$ cat src/rtl/beep_pkg.sv
// Shared constants for the buzzer path: FSM state encoding, note periods at 100 MHz
// and default timing for the beep arbiter.
package beep_pkg;

    typedef enum logic [1:0] {
        ST_IDLE = 2'd0,
        ST_PLAY = 2'd1,
        ST_GAP  = 2'd2
    } beep_state_t;

    localparam int unsigned TICK_CYCLES_125MS = 12_500_000;
    localparam int unsigned GAP_CYCLES_12MS5  = 1_250_000;

    // Tone periods in 100 MHz clock cycles (clk / note frequency)
    localparam int unsigned C4   = 382_219;
    localparam int unsigned D4   = 340_530;
    localparam int unsigned E4   = 303_370;
    localparam int unsigned F4   = 286_345;
    localparam int unsigned FS_4 = 270_277;
    localparam int unsigned G4   = 255_102;
    localparam int unsigned A4   = 227_273;
    localparam int unsigned B4   = 202_478;
    localparam int unsigned C5   = 191_113;
    localparam int unsigned D5   = 170_262;
    localparam int unsigned REST = 0;

endpackage

$ cat src/rtl/beep_tone_gen.sv
// Square-wave generator: counts 0..period-1 while enabled, low half first.
// Periods 0 and 1 produce a silent output.
module beep_tone_gen
    import beep_pkg::*;
#(
    parameter int unsigned PERIOD_W = 20
) (
    input  logic                clk,
    input  logic                rst,
    input  logic                en,
    input  logic [PERIOD_W-1:0] period,
    output logic                beep
);

    logic [PERIOD_W-1:0] r_tone_cnt;
    logic                r_beep;
    logic [PERIOD_W-1:0] w_half;
    logic                w_wrap;
    logic                w_audible;

    assign w_half    = period >> 1;
    assign w_wrap    = (period == '0) || (r_tone_cnt >= period - PERIOD_W'(1));
    assign w_audible = (period > PERIOD_W'(1));

    always_ff @(posedge clk or posedge rst) begin
        if (rst) begin
            r_tone_cnt <= '0;
            r_beep     <= 1'b0;
        end else if (!en) begin
            r_tone_cnt <= '0;
            r_beep     <= 1'b0;
        end else begin
            r_beep     <= w_audible && (r_tone_cnt >= w_half);
            r_tone_cnt <= w_wrap ? '0 : r_tone_cnt + PERIOD_W'(1);
        end
    end

    assign beep = r_beep;

endmodule

$ cat src/rtl/beep_arbiter.sv
// Fixed-priority buzzer arbiter: grants one note at a time, times its duration and
// the trailing gap, supports preemption by higher-priority sources and a global mute.
module beep_arbiter
    import beep_pkg::*;
#(
    parameter int unsigned NUM_REQ     = 4,
    parameter int unsigned PERIOD_W    = 20,
    parameter int unsigned DUR_W       = 6,
    parameter int unsigned TICK_CYCLES = TICK_CYCLES_125MS,
    parameter int unsigned GAP_CYCLES  = GAP_CYCLES_12MS5,
    parameter int unsigned PREEMPT     = 1
) (
    input  logic                        clk,
    input  logic                        rst,
    input  logic                        sound_en,
    input  logic [NUM_REQ-1:0]          req,
    input  logic [NUM_REQ*PERIOD_W-1:0] period,
    input  logic [NUM_REQ*DUR_W-1:0]    dur,
    output logic [NUM_REQ-1:0]          grant,
    output logic [NUM_REQ-1:0]          done,
    output logic [NUM_REQ-1:0]          abort,
    output logic                        busy,
    output logic                        beep
);

    localparam int unsigned IDX_W  = (NUM_REQ > 1) ? $clog2(NUM_REQ) : 1;
    localparam int unsigned TICK_W = (TICK_CYCLES > 1) ? $clog2(TICK_CYCLES) : 1;
    localparam int unsigned GAP_W  = (GAP_CYCLES > 1) ? $clog2(GAP_CYCLES) : 1;
    localparam logic [TICK_W-1:0] TICK_LAST = TICK_W'(TICK_CYCLES - 1);
    localparam logic [GAP_W-1:0]  GAP_LAST  = GAP_W'(GAP_CYCLES - 1);

    beep_state_t         r_state;
    beep_state_t         w_state_next;
    logic [NUM_REQ-1:0]  r_grant;
    logic [NUM_REQ-1:0]  r_done;
    logic [NUM_REQ-1:0]  r_abort;
    logic [IDX_W-1:0]    r_idx;
    logic [PERIOD_W-1:0] r_period;
    logic [DUR_W-1:0]    r_dur;
    logic [TICK_W-1:0]   r_tick_cnt;
    logic [DUR_W-1:0]    r_dur_cnt;
    logic [GAP_W-1:0]    r_gap_cnt;

    logic [IDX_W-1:0]    w_win;
    logic                w_req_any;
    logic                w_hp_any;
    logic [NUM_REQ-1:0]  w_win_onehot;
    logic [PERIOD_W-1:0] w_period_sel;
    logic [DUR_W-1:0]    w_dur_sel;
    logic [DUR_W-1:0]    w_dur_last;
    logic                w_last;
    logic                w_load;
    logic                w_done_set;
    logic                w_abort_set;
    logic                w_tone_en;
    logic                w_beep;

    // Lowest set request index wins; it also serves as the preemption candidate.
    always_comb begin
        w_win     = '0;
        w_req_any = 1'b0;
        for (int unsigned i = 0; i < NUM_REQ; i++) begin
            if (req[i] && !w_req_any) begin
                w_win     = IDX_W'(i);
                w_req_any = 1'b1;
            end
        end
    end

    assign w_hp_any     = w_req_any && (w_win < r_idx);
    assign w_win_onehot = NUM_REQ'(1) << w_win;

    always_comb begin
        w_period_sel = '0;
        w_dur_sel    = '0;
        for (int unsigned i = 0; i < NUM_REQ; i++) begin
            if (w_win == IDX_W'(i)) begin
                w_period_sel = period[i*PERIOD_W +: PERIOD_W];
                w_dur_sel    = dur[i*DUR_W +: DUR_W];
            end
        end
    end

    assign w_dur_last = (r_dur == '0) ? '0 : r_dur - DUR_W'(1);
    assign w_last     = (r_tick_cnt == TICK_LAST) && (r_dur_cnt == w_dur_last);

    always_ff @(posedge clk or posedge rst) begin
        if (rst) begin
            r_state <= ST_IDLE;
        end else begin
            r_state <= w_state_next;
        end
    end

    // Mute dominates; within PLAY, completion takes precedence over preemption.
    always_comb begin
        w_state_next = r_state;
        w_load       = 1'b0;
        w_done_set   = 1'b0;
        w_abort_set  = 1'b0;
        if (!sound_en) begin
            w_state_next = ST_IDLE;
            w_abort_set  = (r_state == ST_PLAY);
        end else begin
            unique case (r_state)
                ST_IDLE: begin
                    if (w_req_any) begin
                        w_state_next = ST_PLAY;
                        w_load       = 1'b1;
                    end
                end
                ST_PLAY: begin
                    if (w_last) begin
                        w_done_set   = 1'b1;
                        w_state_next = (GAP_CYCLES == 0) ? ST_IDLE : ST_GAP;
                    end else if ((PREEMPT != 0) && w_hp_any) begin
                        w_abort_set = 1'b1;
                        w_load      = 1'b1;
                    end
                end
                ST_GAP: begin
                    if (r_gap_cnt == GAP_LAST) begin
                        w_state_next = ST_IDLE;
                    end
                end
                default: w_state_next = ST_IDLE;
            endcase
        end
    end

    always_ff @(posedge clk or posedge rst) begin
        if (rst) begin
            r_grant    <= '0;
            r_done     <= '0;
            r_abort    <= '0;
            r_idx      <= '0;
            r_period   <= '0;
            r_dur      <= '0;
            r_tick_cnt <= '0;
            r_dur_cnt  <= '0;
            r_gap_cnt  <= '0;
        end else begin
            // r_grant is the owner's one-hot throughout PLAY, so it addresses the pulse.
            r_done  <= w_done_set ? r_grant : '0;
            r_abort <= w_abort_set ? r_grant : '0;

            if (w_load) begin
                r_grant    <= w_win_onehot;
                r_idx      <= w_win;
                r_period   <= w_period_sel;
                r_dur      <= w_dur_sel;
                r_tick_cnt <= '0;
                r_dur_cnt  <= '0;
            end else if (w_state_next != ST_PLAY) begin
                r_grant    <= '0;
                r_tick_cnt <= '0;
                r_dur_cnt  <= '0;
            end else if (r_tick_cnt == TICK_LAST) begin
                r_tick_cnt <= '0;
                r_dur_cnt  <= r_dur_cnt + DUR_W'(1);
            end else begin
                r_tick_cnt <= r_tick_cnt + TICK_W'(1);
            end

            if ((r_state == ST_GAP) && (w_state_next == ST_GAP)) begin
                r_gap_cnt <= r_gap_cnt + GAP_W'(1);
            end else begin
                r_gap_cnt <= '0;
            end
        end
    end

    // Tone runs only while the same note continues; a new or ended note restarts it silent.
    assign w_tone_en = (r_state == ST_PLAY) && (w_state_next == ST_PLAY) && !w_load;

    beep_tone_gen #(
        .PERIOD_W (PERIOD_W)
    ) u_tone (
        .clk    (clk),
        .rst    (rst),
        .en     (w_tone_en),
        .period (r_period),
        .beep   (w_beep)
    );

    assign grant = r_grant;
    assign done  = r_done;
    assign abort = r_abort;
    assign busy  = (r_state != ST_IDLE);
    assign beep  = w_beep;

endmodule

$ cat config.mk
export PLATFORM = sky130hd
export DESIGN_NAME = beep_arbiter
export DESIGN_NICKNAME = d
export VERILOG_FILES = /design/src/rtl/beep_pkg.sv /design/src/rtl/beep_tone_gen.sv /design/src/rtl/beep_arbiter.sv
export SDC_FILE = /design/constraint.sdc
export NUM_CORES = 1
export LEC_CHECK = 0
export ABC_AREA = 1
export BUFFER_PORTS_ARGS = -buffer_cell sky130_fd_sc_hd__buf_2
export CORE_ASPECT_RATIO = 1.75
export CORE_MARGIN = 10
export CORE_UTILIZATION = 45
export DETAILED_ROUTE_END_ITERATION = 7
export HOLD_SLACK_MARGIN = 0.08
export PLACE_DENSITY = 0.76
export SLEW_MARGIN = 20
export SYNTH_ARGS = -nofsm -noshare
export SYNTH_HDL_FRONTEND = slang
export SYNTH_SLANG_ARGS = --single-unit
$ cat constraint.sdc
create_clock -name clk -period 4.5 [get_ports clk]
set_input_delay 0.9 -clock clk [delete_from_list [all_inputs] [get_ports clk]]
set_output_delay 0.9 -clock clk [all_outputs]
set_load 0.01 [all_outputs]
Word level (Yosys, flattened, before mapping)
Cells that the tools add are included. Widths: inputs -> output; s select.

Multiplexer cells: 45. $add $sub $neg: 6. Reduce and logical (&&, ||, !) cells: 21. Magnitude comparators: 4. Equal/unequal tests: 11. Shift operators: 1.

Operator list (count): $mux 20 (6); $mux 24 (3); $mux 6 (8); $add 24x1->24 const B (1); $eq 24x24->1 const B (1); $add 21x1->21 const B (1); $eq 21x21->1 const B (1); $mux 21 (1); $add 20x1->20 const B (1); $ge 20x19->1 (1); $ge 20x20->1 (1); $gt 20x1->1 const B (1); $logic_not 20->1 (1); $sub 20x1->20 const B (1); $mux 4 (4); $mux 1 (15); $mux 2 (6); $logic_and 1x1->1 (9); $eq 2x2->1 const B (4); $add 6x1->6 const B (1); $eq 2x1->1 const B (3); $eq 6x6->1 (1); $logic_not 6->1 (1); $pmux 2 s3 (1); 10 further kinds (15).

Input port bits: 111. Bits in registers: 114. Output and inout bits: 14.

Logic depth before layout (Yosys ltp)
Gate-level depths: netlist of the first run.

Word-level depth: 19. Mapped depth: 19.

By module
Synthesis of the first run repeated with hierarchy kept, for this count alone.

Cell total of the unflattened synthesis: 1193. Area, all modules: 8408.1 um2.

Modules (own cells, without submodules): beep_arbiter (times used 1, cells each 798, seq. area each 2327.2 um2, area each 5615.4 um2); beep_tone_gen (times used 1, cells each 395, seq. area each 525.5 um2, area each 2792.7 um2).

Worst setup path before layout of the first run
No wires, ideal clock.

Path type: flip-flop to flip-flop. Start point: register r_period[0]. End point: register u_tone.r_tone_cnt[3]. Library setup time: 0.072 ns. Setup slack: 1.535 ns. Cell stages (with the launch flop): 20. Arrival time: 2.893 ns. Cell sequence: dfrtp_1 -> inv_1 -> ha_1 -> inv_1 -> nor3_1 -> nand2_1 -> nor3_1 -> xor2_1 -> inv_1 -> ha_1 -> nand2_1 -> inv_1 -> nand3_1 -> inv_1 -> a21oi_1 -> nand3_1 -> nor2_1 -> clkbuf_1 -> nand4_1 -> nor2_1.

Word-level cells in the longest chain between the ends: 5. Elaborated cells on any way between the ends: 6. Those cells by class: add/sub: 1; order compare: 1; mux: 2; reduce/logical: 2.

RTL lines: start: declaration (RTL line beep_arbiter.sv:38) `logic [PERIOD_W-1:0] r_period;`; start signal: assignment (RTL line beep_arbiter.sv:150) `r_period <= w_period_sel;`; $sub 20x1->20 (RTL line beep_tone_gen.sv:22) `assign w_wrap = (period == '0) || (r_tone_cnt >= period - PERIOD_W'(1));`; $ge 20x20->1 (RTL line beep_tone_gen.sv:22); $logic_or 1x1->1 * (RTL line beep_tone_gen.sv:22); $mux 20 * (RTL line beep_tone_gen.sv:34) `r_tone_cnt <= w_wrap ? '0 : r_tone_cnt + PERIOD_W'(1);`; $mux 20 * (RTL line beep_tone_gen.sv:29) `end else if (!en) begin`; end signal: assignment (RTL line beep_tone_gen.sv:34); end: declaration (RTL line beep_tone_gen.sv:15) `logic [PERIOD_W-1:0] r_tone_cnt;`.

Mark *: on every way between the ends. The rest lies on a longest branch, timed or not. A chain may end at the register's enable or synchronous reset.

Final worst setup path of the first run
Start point: register r_period[0]. End point: register u_tone.r_tone_cnt[13].

Same word-level chain as after synthesis.

==> impl_metrics.tcl, run 1 <==
set metrics [dict create \
    status "finished clean" \
    nFillCells 1735 \
    synth_top_cell_area_share 0.353 \
    synthArstFlopShare 1.00 \
    slowest_stage "nor3_1" \
    synth_edf_count 0 \
    crit_family "simple AND/OR/NAND/NOR gates" \
    critical_path_required_ns 4.85 \
    worst_pin_slew_ns 0.905 \
    synth.most_common_cell "nand2_1" \
    ys_seq_area_frac 0.353 \
    nets 1425 \
    chipHeight_um 197 \
    start_kind "flop" \
    ys_ff_latch 114 \
    firstDrtPassIters 5 \
    synth_top_family_by_area "simple AND/OR/NAND/NOR gates" \
    syn-num-nets 1306 \
    dp_hpwl_mm 18.9 \
    insertedDiodeCount 0 \
    cts_sinks 114 \
    met3WireLength_um 775 \
    finalSetupTns_ns 0 \
    setup_viol 0 \
    synth.distinct_cells 34 \
    synth_largest_area_cell "dfrtp_1" \
    grt_pass1_vias 8369 \
    final_util 0.539 \
    drt-total-wl_mm 24.3 \
    finClkSkew_ns 0.0151 \
    cpPeakStageDelay_ns 0.51 \
    track_usage 0.205 \
    top_layer "met5" \
    hold_class "reg -> reg" \
    cts_tree "yes" \
    finalMaxSlewViolations 0 \
    routed-via-count 8060 \
    avgSynthCellArea_um2 7.04 \
    start_util 0.461 \
    arrival_ns 3.84 \
    cts_buffers 17 \
    min_period_ns 3.49 \
    fin_crit_sh 0.776 \
    hold_viol 0 \
    power.density_nw_per_um2 325 \
    rsz0062_at_grt "false" \
    yosysWarnings 0 \
    ys_top_cells_by_area "dfrtp_1 (35%), nand2_1 (14%), ha_1 (7.4%)" \
    power.total_mw 3.07 \
    m1WireLength_mm 8.29 \
    antenna_found_initial 1 \
    synth_xor_area_frac 0.0661 \
    cp_num_buf_inv 7 \
    place.gp.congestion 1.02 \
    wl_met2_mm 14.1 \
    cp-end-kind "flop" \
    clock_latency_ns 0.43 \
    die-area_um2 23900 \
    wl_per_cell_um 16.1 \
    synth_flop_cell "dfrtp_1" \
    port_buffers 124 \
    htreeDepth 4 \
    vdd_drop_max_mv 0.219 \
    coreArea_um2 17500 \
    cts.hold.buffers_added 0 \
    drt_iter0_drc 464 \
    ant_nets 0 \
    worstSetupPathType "reg -> reg" \
    ys_top_cells_by_count "nand2_1 (304), nor2_1 (160), inv_1 (117)" \
    grt_pass1_wl_mm 39.9 \
    max_freq_mhz 286 \
    regArea_um2 2850 \
    synthSimpleGateAreaFrac 0.391 \
    synth_compound_area_frac 0.0369 \
    io_pins 125 \
    syn-cell-area_um2 8080 \
    path_clk_slew_ns 0.06 \
    die_w_um 121 \
    drive_above_1_share 0.149 \
    area_delta_synth_final_pct 16.9 \
    multi_input_area_um2 4590 \
    synthMuxAreaShare 0 \
    grt_max_degree 73 \
    cap_violations 0 \
    post_cts_buffers 0 \
    grt_overflow 0 \
    drc 0 \
    routed_via_density 5.34 \
    synth_fa_ha_area_frac 0.0743 \
    postSynthCellCount 1147 \
    cts_root_buf "clkbuf_16" \
    cts.path.max_buffers 2 \
    relSlewSlack 0.393 \
    cp_max_fo 20 \
    cts-resized-gates 0 \
    crit_chain "buf_4 > inv_1 > ha_1 > inv_1 > nor3_1 > nand2_1 > nor3_1 > xor2_1 > inv_1 > ha_1 > nand2_1 > inv_1 > nand3_1 > inv_1 > a21oi_1 > nand3_1 > nor2_1 > buf_4 > nand3_1 > nor2_1" \
    worst_path_most_repeated_cell "inv_1" \
    rows 64 \
    p_leak_nw 4.63 \
]
==> power breakdown <==
part	internal, mW	switching, mW	leakage, nW
logic	0.231	0.432	2.82
clock network	0.722	0.526	0.259
registers	1.08	0.0748	1.55
total	2.03	1.03	4.63
==> worst paths after layout <==
| path | start | to | slack [ns] | cells after the start |
|---|---|---|---|---|
| setup / recovery | r_period[0] | u_tone.r_tone_cnt[13] | 1.01 | 20 |
| hold / removal | r_gap_cnt[0] | r_gap_cnt[0] | 0.46 | 1 |
| setup reg to reg | r_period[0] | u_tone.r_tone_cnt[13] | 1.01 | 20 |
| hold reg to reg | r_gap_cnt[0] | r_gap_cnt[0] | 0.46 | 1 |
| max in group asynchronous | rst | r_period[13] | 2.95 | 3 |
| min in group asynchronous | rst | r_period[18] | 0.67 | 2 |
==> cells by family (layout without fill, tap and decap cells) <==
| group | count (synthesis) | in the layout |
|---|---|---|
| and+or+nand+nor | 708 | 708 |
| buffers and inverters | 161 | 293 |
| DFF | 114 | 114 |
| xor gates and xnor gates | 61 | 61 |
| AOI/OAI and AO/OA | 55 | 55 |
| adders and majority gates | 48 | 48 |
==> registers in the layout, indices dropped and copies added (netlist names) <==
register and cells:
r_tick_cnt 24, abort 4, r_period 20, done 4
r_dur_cnt 6, grant 4, u_tone.r_tone_cnt 20, u_tone.beep 1
r_dur 6, r_state 2, r_idx 2, r_gap_cnt 21
==> cell type report <==
| class | count | area share |
|---|---|---|
| Clock inverter | 14 | 0.0113 |
| Multi-Input combinational cell | 872 | 0.486 |
| Sequential cell | 114 | 0.302 |
| Clock buffer | 18 | 0.0465 |
| Timing Repair Buffer | 133 | 0.0728 |
| Tap cell | 231 | 0.0306 |
| Inverter | 128 | 0.0511 |
==> metrics by stage <==
step | instances | setup WS [ns] | instance area (um^2) | hold WS [ns]
floorplan | 1147 | 0.584 | 8080 | 0.433
global placement | 1478 | 0.989 | 8900 | 0.454
detailed placement | 1478 | 0.918 | 8900 | 0.459
CTS | 1510 | 1.02 | 9450 | 0.467
global route | 1510 | 0.549 | 9450 | 0.492
finish | 1510 | 1.01 | 9450 | 0.462
==> layer usage <==
metal	up-vias	global-route usage
met5	-	0
met4	2	0.110
met3	72	0.0346
met2	189	0.414
met1	3813	0.182
li1	3984	-
==> cells in the final DEF (no fill, tap or decap), types with 14 or more instances in the layout <==
master,instances
nand2_1,304
nor2_1,160
buf_2,124
inv_1,116
dfrtp_1,114
nand3_1,97
nand4_1,69
ha_1,48
xor2_1,47
nor3_1,35
a21oi_1,24
o21ai_0,20
clkbuf_16,17
nor4_1,15
xnor2_1,14
No activity file was read; power rests on OpenSTA's default activity.
==> run 2: changes to the inputs <==
--- a/config.mk
+++ b/config.mk
@@ -12,7 +12,7 @@
 export CORE_UTILIZATION = 45
 export DETAILED_ROUTE_END_ITERATION = 7
 export HOLD_SLACK_MARGIN = 0.08
-export PLACE_DENSITY = 0.76
+export PLACE_DENSITY = 0.78
 export SLEW_MARGIN = 20
 export SYNTH_ARGS = -nofsm -noshare
 export SYNTH_HDL_FRONTEND = slang
==> constraint.sdc (replaced) <==
create_clock -name clk -period 2.8 [get_ports clk]
set_input_delay 0.56 -clock clk [delete_from_list [all_inputs] [get_ports clk]]
set_output_delay 0.56 -clock clk [all_outputs]
set_load 0.01 [all_outputs]
==> run 2 against run 1 <==
Net effect:
- the flow now finishes with violations (setup timing)
- final cell count is 4.2% higher
- largest cell class unchanged
- core utilization rose by 5.3 points
- first-iteration DRC count rose by 18%
- flip-flop and latch count is the same
- global-route usage is 0.67 points higher
==> impl_metrics.tcl, run 2 (synthesized netlist as in run 1, its figures left out) <==
set metrics [dict create \
    clockPowerShare 0.425 \
    largest_register_ffs 24 \
    final_cell_area_um2 10400 \
    holdWs_ns 0.147 \
    ff2ff_path_depth 15 \
    io_pins 125 \
    status "finished with violations" \
    worst_pin_slew_ns 0.503 \
    finalMaxSlewViolations 0 \
    antenna_found_initial 3 \
    die-area_um2 23900 \
    firstDrtPassIters 7 \
    setup_viol 20 \
    final_common_cell "nand2_1" \
    coreArea_um2 17500 \
    max_freq_mhz 332 \
    crit-reg2reg-launch "r_period[11]" \
    cts.path.max_buffers 2 \
    cts_sinks 114 \
    power.density_nw_per_um2 541 \
    final_cell_mix "nand2_1 (302), nor2_1 (150), buf_2 (124)" \
    setup_ws_ns -0.208 \
    critical_path_required_ns 3.14 \
    grt_max_degree 62 \
    nets 1488 \
    grt_pass1_wl_mm 40.6 \
    htreeDepth 4 \
    port_buffers 124 \
    rrSetupSlack_ns -0.21 \
    routed_via_density 5.41 \
    regToRegEndpoint "u_tone.r_tone_cnt[11]" \
    path_clk_slew_ns 0.06 \
    area_delta_synth_final_pct 28.4 \
    cp-end-kind "flop" \
    die_w_um 121 \
    internal_power_mw 3.82 \
    placed_cell_area_um2 9350 \
    cts_tree "yes" \
    fin_crit_sh 1.07 \
    largest_register "r_tick_cnt" \
    start_kind "flop" \
    cts_buffers 17 \
    min_period_ns 3.01 \
    dpl_worst_slack_ns -0.110 \
    finalSetupTns_ns -2.94 \
    final_cells 1574 \
    drc 0 \
    clock_latency_ns 0.43 \
    violations "setup timing" \
    cts_root_buf "clkbuf_16" \
    rsz0062_at_grt "true" \
    hold_viol 0 \
    drt-total-wl_mm 26.2 \
    final_util 0.591 \
    cap_violations 0 \
    start_util 0.461 \
    pwr-share-comb 0.244 \
    cpPeakStageDelay_ns 0.40 \
    power.total_mw 5.61 \
    place.gp.congestion 0.994 \
    arrival_ns 3.35 \
    drive_above_1_share 0.217 \
    cp_max_fo 5 \
    hold_class "in -> async" \
    vdd_drop_max_mv 0.392 \
    ant_nets 0 \
    routed-via-count 8517 \
    wl_per_cell_um 16.7 \
    switching_power_mw 1.79 \
    grt_pass1_vias 8460 \
    grt_overflow 0 \
    p_seq_frac 0.331 \
    swShare 0.318 \
    dp.cells 1530 \
    rows 64 \
    largestRegisters "r_tick_cnt x24, r_gap_cnt x21" \
    worstSetupPathType "reg -> reg" \
    slowest_stage "dfrtp_1" \
    crit_chain "buf_4 > nor4_4 > buf_4 > nand3_2 > nor2_4 > xor2_1 > ha_1 > a21oi_2 > o21ai_1 > a21oi_2 > nand3_2 > nor2_4 > clkbuf_16 > nand3b_1 > nor2_1" \
    chipHeight_um 197 \
    drt_iter0_drc 549 \
    finClkSkew_ns 0.0140 \
    dp_hpwl_mm 19.6 \
    relSlewSlack 0.662 \
    track_usage 0.212 \
    p_leak_nw 5.09 \
]
==> run 2: worst max-delay path by stage <==
stage | start | endpoint | slack, ns | cells after the start
after floorplan | r_period[0] | u_tone.r_tone_cnt[3] | 0.04 | 19
after global placement | r_period[1] | u_tone.r_tone_cnt[3] | -0.07 | 19
after detailed placement | r_period[1] | u_tone.r_tone_cnt[17] | -0.11 | 20
after CTS | r_period[1] | u_tone.r_tone_cnt[11] | -0.008 | 20
after global routing | r_period[11] | u_tone.r_tone_cnt[4] | -0.37 | 15
final | r_period[11] | u_tone.r_tone_cnt[11] | -0.21 | 15
==> run 2: layer usage <==
layer / part of all wire / vias to the layer above / GRT usage
met1: 0.33 / 3951 / 0.188
met2: 0.54 / 309 / 0.403
met5: 0.00061 / - / 0
li1: - / 4121 / -
met3: 0.051 / 132 / 0.0346
met4: 0.084 / 4 / 0.168
==> run 2: critical path: cells and delay by family, from the launching register on <==
kind	cells	cell delay [ns]
simple gates	7	1.07
buf+inv	3	0.52
flops	1	0.40
compound gates	3	0.40
fa+ha+maj	1	0.32
xor+xnor	1	0.21
==> run 2: what timing repair did <==
item,in CTS,in global routing
pin swaps,0,20
hold buffers,0,0
resized for setup,6,46
buffers inserted,0,9
endpoints found under the setup margin,20,20
gates cloned,0,3
==> run 2: cell type report <==
class,instances,area (um^2)
tap,231,289
sequential,114,2850
timing repair buffer,196,1250
fill,1573,7170
clock buffer,18,439
antenna,1,2.50
clock inverter,14,200
inverter,128,484
multi-input combinational,872,4850
==> run 2: power by group through the flow <==
stage               Sequential, mW  Clock, mW  Combinational, mW
global route                  1.87       2.49               1.54
global placement              1.85          0               1.21
finish                        1.86       2.38               1.37
detailed placement            1.86          0               1.23
CTS                           1.83       2.41               1.25
floorplan                     1.84          0              0.755
==> run 3: changes to the inputs <==
--- a/config.mk
+++ b/config.mk
@@ -9,10 +9,10 @@
 export BUFFER_PORTS_ARGS = -buffer_cell sky130_fd_sc_hd__buf_2
 export CORE_ASPECT_RATIO = 1.75
 export CORE_MARGIN = 10
-export CORE_UTILIZATION = 45
+export CORE_UTILIZATION = 53
 export DETAILED_ROUTE_END_ITERATION = 7
 export HOLD_SLACK_MARGIN = 0.08
-export PLACE_DENSITY = 0.78
+export PLACE_DENSITY = 0.88
 export SLEW_MARGIN = 20
 export SYNTH_ARGS = -nofsm -noshare
 export SYNTH_HDL_FRONTEND = slang
==> run 3 against run 2 <==
Net effect:
- the flow finishes with violations (DRC, setup timing)
- die area decreased by 13%
- largest cell class unchanged
- clock power about the same
- via count increased by 8.3%
- non-clock buffer count increased by 1
- sequential share of layout area decreased by 0.48 points
- worst hold slack improved by 0.12 ns
- design area increased by 1.8%
- sequential power about the same
- maximum frequency decreased by 4.0%
- critical path depth increased by 2
==> impl_metrics.tcl, run 3 (synthesized netlist as in run 1, its figures left out) <==
set metrics [dict create \
    die_w_um 113 \
    wl_per_cell_um 19.7 \
    power.total_mw 5.94 \
    start_kind "flop" \
    rsz0062_at_grt "true" \
    final_cell_area_um2 10600 \
    ant_nets 0 \
    final_common_cell "nand2_1" \
    rrSetupSlack_ns -0.33 \
    clock_latency_ns 0.42 \
    finalMaxSlewViolations 0 \
    cts_root_buf "clkbuf_16" \
    worstSetupPathType "reg -> reg" \
    grt_overflow 0 \
    io_pins 125 \
    cts_buffers 17 \
    cts_sinks 114 \
    setup_ws_ns -0.334 \
    slowest_stage "dfrtp_1" \
    cts.hold.buffers_added 0 \
    holdWs_ns 0.267 \
    dp_hpwl_mm 18.0 \
    final_util 0.708 \
    grt_pass1_vias 9244 \
    die-area_um2 20800 \
    cts_tree "yes" \
    cp_max_fo 8 \
    power.density_nw_per_um2 562 \
    crit_family "simple AND/OR/NAND/NOR gates" \
    routed_via_density 6.04 \
    crit_cells 17 \
    p_leak_nw 5.11 \
    firstDrtPassIters 8 \
    routed-via-count 9223 \
    max_freq_mhz 319 \
    drt_iter0_drc 1058 \
    drive_above_1_share 0.245 \
    grt_max_degree 115 \
    cp_num_buf_inv 5 \
    largest_register_ffs 24 \
    cap_violations 0 \
    vdd_drop_max_mv 0.393 \
    placed_cell_area_um2 9090 \
    critical_path_required_ns 3.14 \
    place.gp.congestion 0.975 \
    largestRegisters "r_tick_cnt x24, r_gap_cnt x21" \
    cts.path.max_buffers 2 \
    setup_viol 20 \
    min_period_ns 3.13 \
    hold_class "in -> async" \
    track_usage 0.258 \
    coreArea_um2 14900 \
    dpl_worst_slack_ns -0.0804 \
    chipHeight_um 183 \
    area_delta_synth_final_pct 30.7 \
    grt_pass1_wl_mm 44.3 \
    nets 1489 \
    ff2ff_path_depth 17 \
    fin_crit_sh 1.12 \
    rows 59 \
    insertedDiodeCount 0 \
    violations "DRC, setup timing" \
    status "finished with violations" \
    start_util 0.542 \
    crit_chain "nor2_2 > nand4_1 > buf_4 > nor2_4 > buf_6 > xor2_2 > ha_4 > buf_4 > nand4_1 > buf_4 > o21ai_2 > nand2_1 > nand3_2 > nor2_4 > buf_6 > nand4_1 > nor2_1" \
    port_buffers 124 \
    path_clk_slew_ns 0.06 \
    cpPeakStageDelay_ns 0.41 \
    arrival_ns 3.47 \
    cp-end-kind "flop" \
    relSlewSlack 0.408 \
    finClkSkew_ns 0.00791 \
    largest_register "r_tick_cnt" \
    htreeDepth 4 \
    hold_viol 0 \
    drc 1 \
    antenna_found_initial 1 \
    final_cell_mix "nand2_1 (297), nor2_1 (144), buf_2 (124)" \
    worst_pin_slew_ns 0.886 \
    drt-total-wl_mm 30.0 \
]
## run 3: path summary, 6_finish.rpt
kind / from / to
max in group asynchronous: rst / u_tone.r_tone_cnt[2]
min reg2reg: r_gap_cnt[0] / r_gap_cnt[0]
max reg2reg: r_period[1] / u_tone.r_tone_cnt[6]
max: r_period[1] / u_tone.r_tone_cnt[6]
min in group clk: r_gap_cnt[0] / r_gap_cnt[0]
min: rst / r_tick_cnt[0]
## run 3: per-layer routing
layer  part of all wire  GRT usage
met5            0.00047          0
met1               0.31      0.236
met3              0.078     0.0585
met4              0.080      0.178
met2               0.53      0.485
## run 3: cell type report
class                   instances  area (um^2)
flip-flops and latches        114         2850
fillers                      1050         4350
clock inverters                15          221
well taps                     183          229
multi-input cells             872         5060
repair buffers                197         1280
clock buffers                  17          425
inverters                     128          484
## run 3: through the flow
step                      cells  TNS [ns]
after global placement     1459         0
after global routing       1526     -7.76
after floorplan            1147         0
final                      1526     -5.11
after CTS                  1519    -0.528
after detailed placement   1459     -1.06
## run 3: repair_timing
item | CTS | global route
pin swaps | 19 | 39
buffers inserted | 27 | 5
resized for setup | 49 | 63
gates cloned | 1 | 3
setup endpoints to repair | 20 | 20
## run 3: power breakdown
part | internal, mW | total (mW) | switching [mW]
registers | 1.74 | 1.86 | 0.118
clock network | 1.52 | 2.40 | 0.882
logic | 0.650 | 1.68 | 1.03
total | 3.91 | 5.94 | 2.03
## run 3: worst min-delay path: cells and delay by family
family   cells  cell delay [ns]
buf+inv      3             0.58
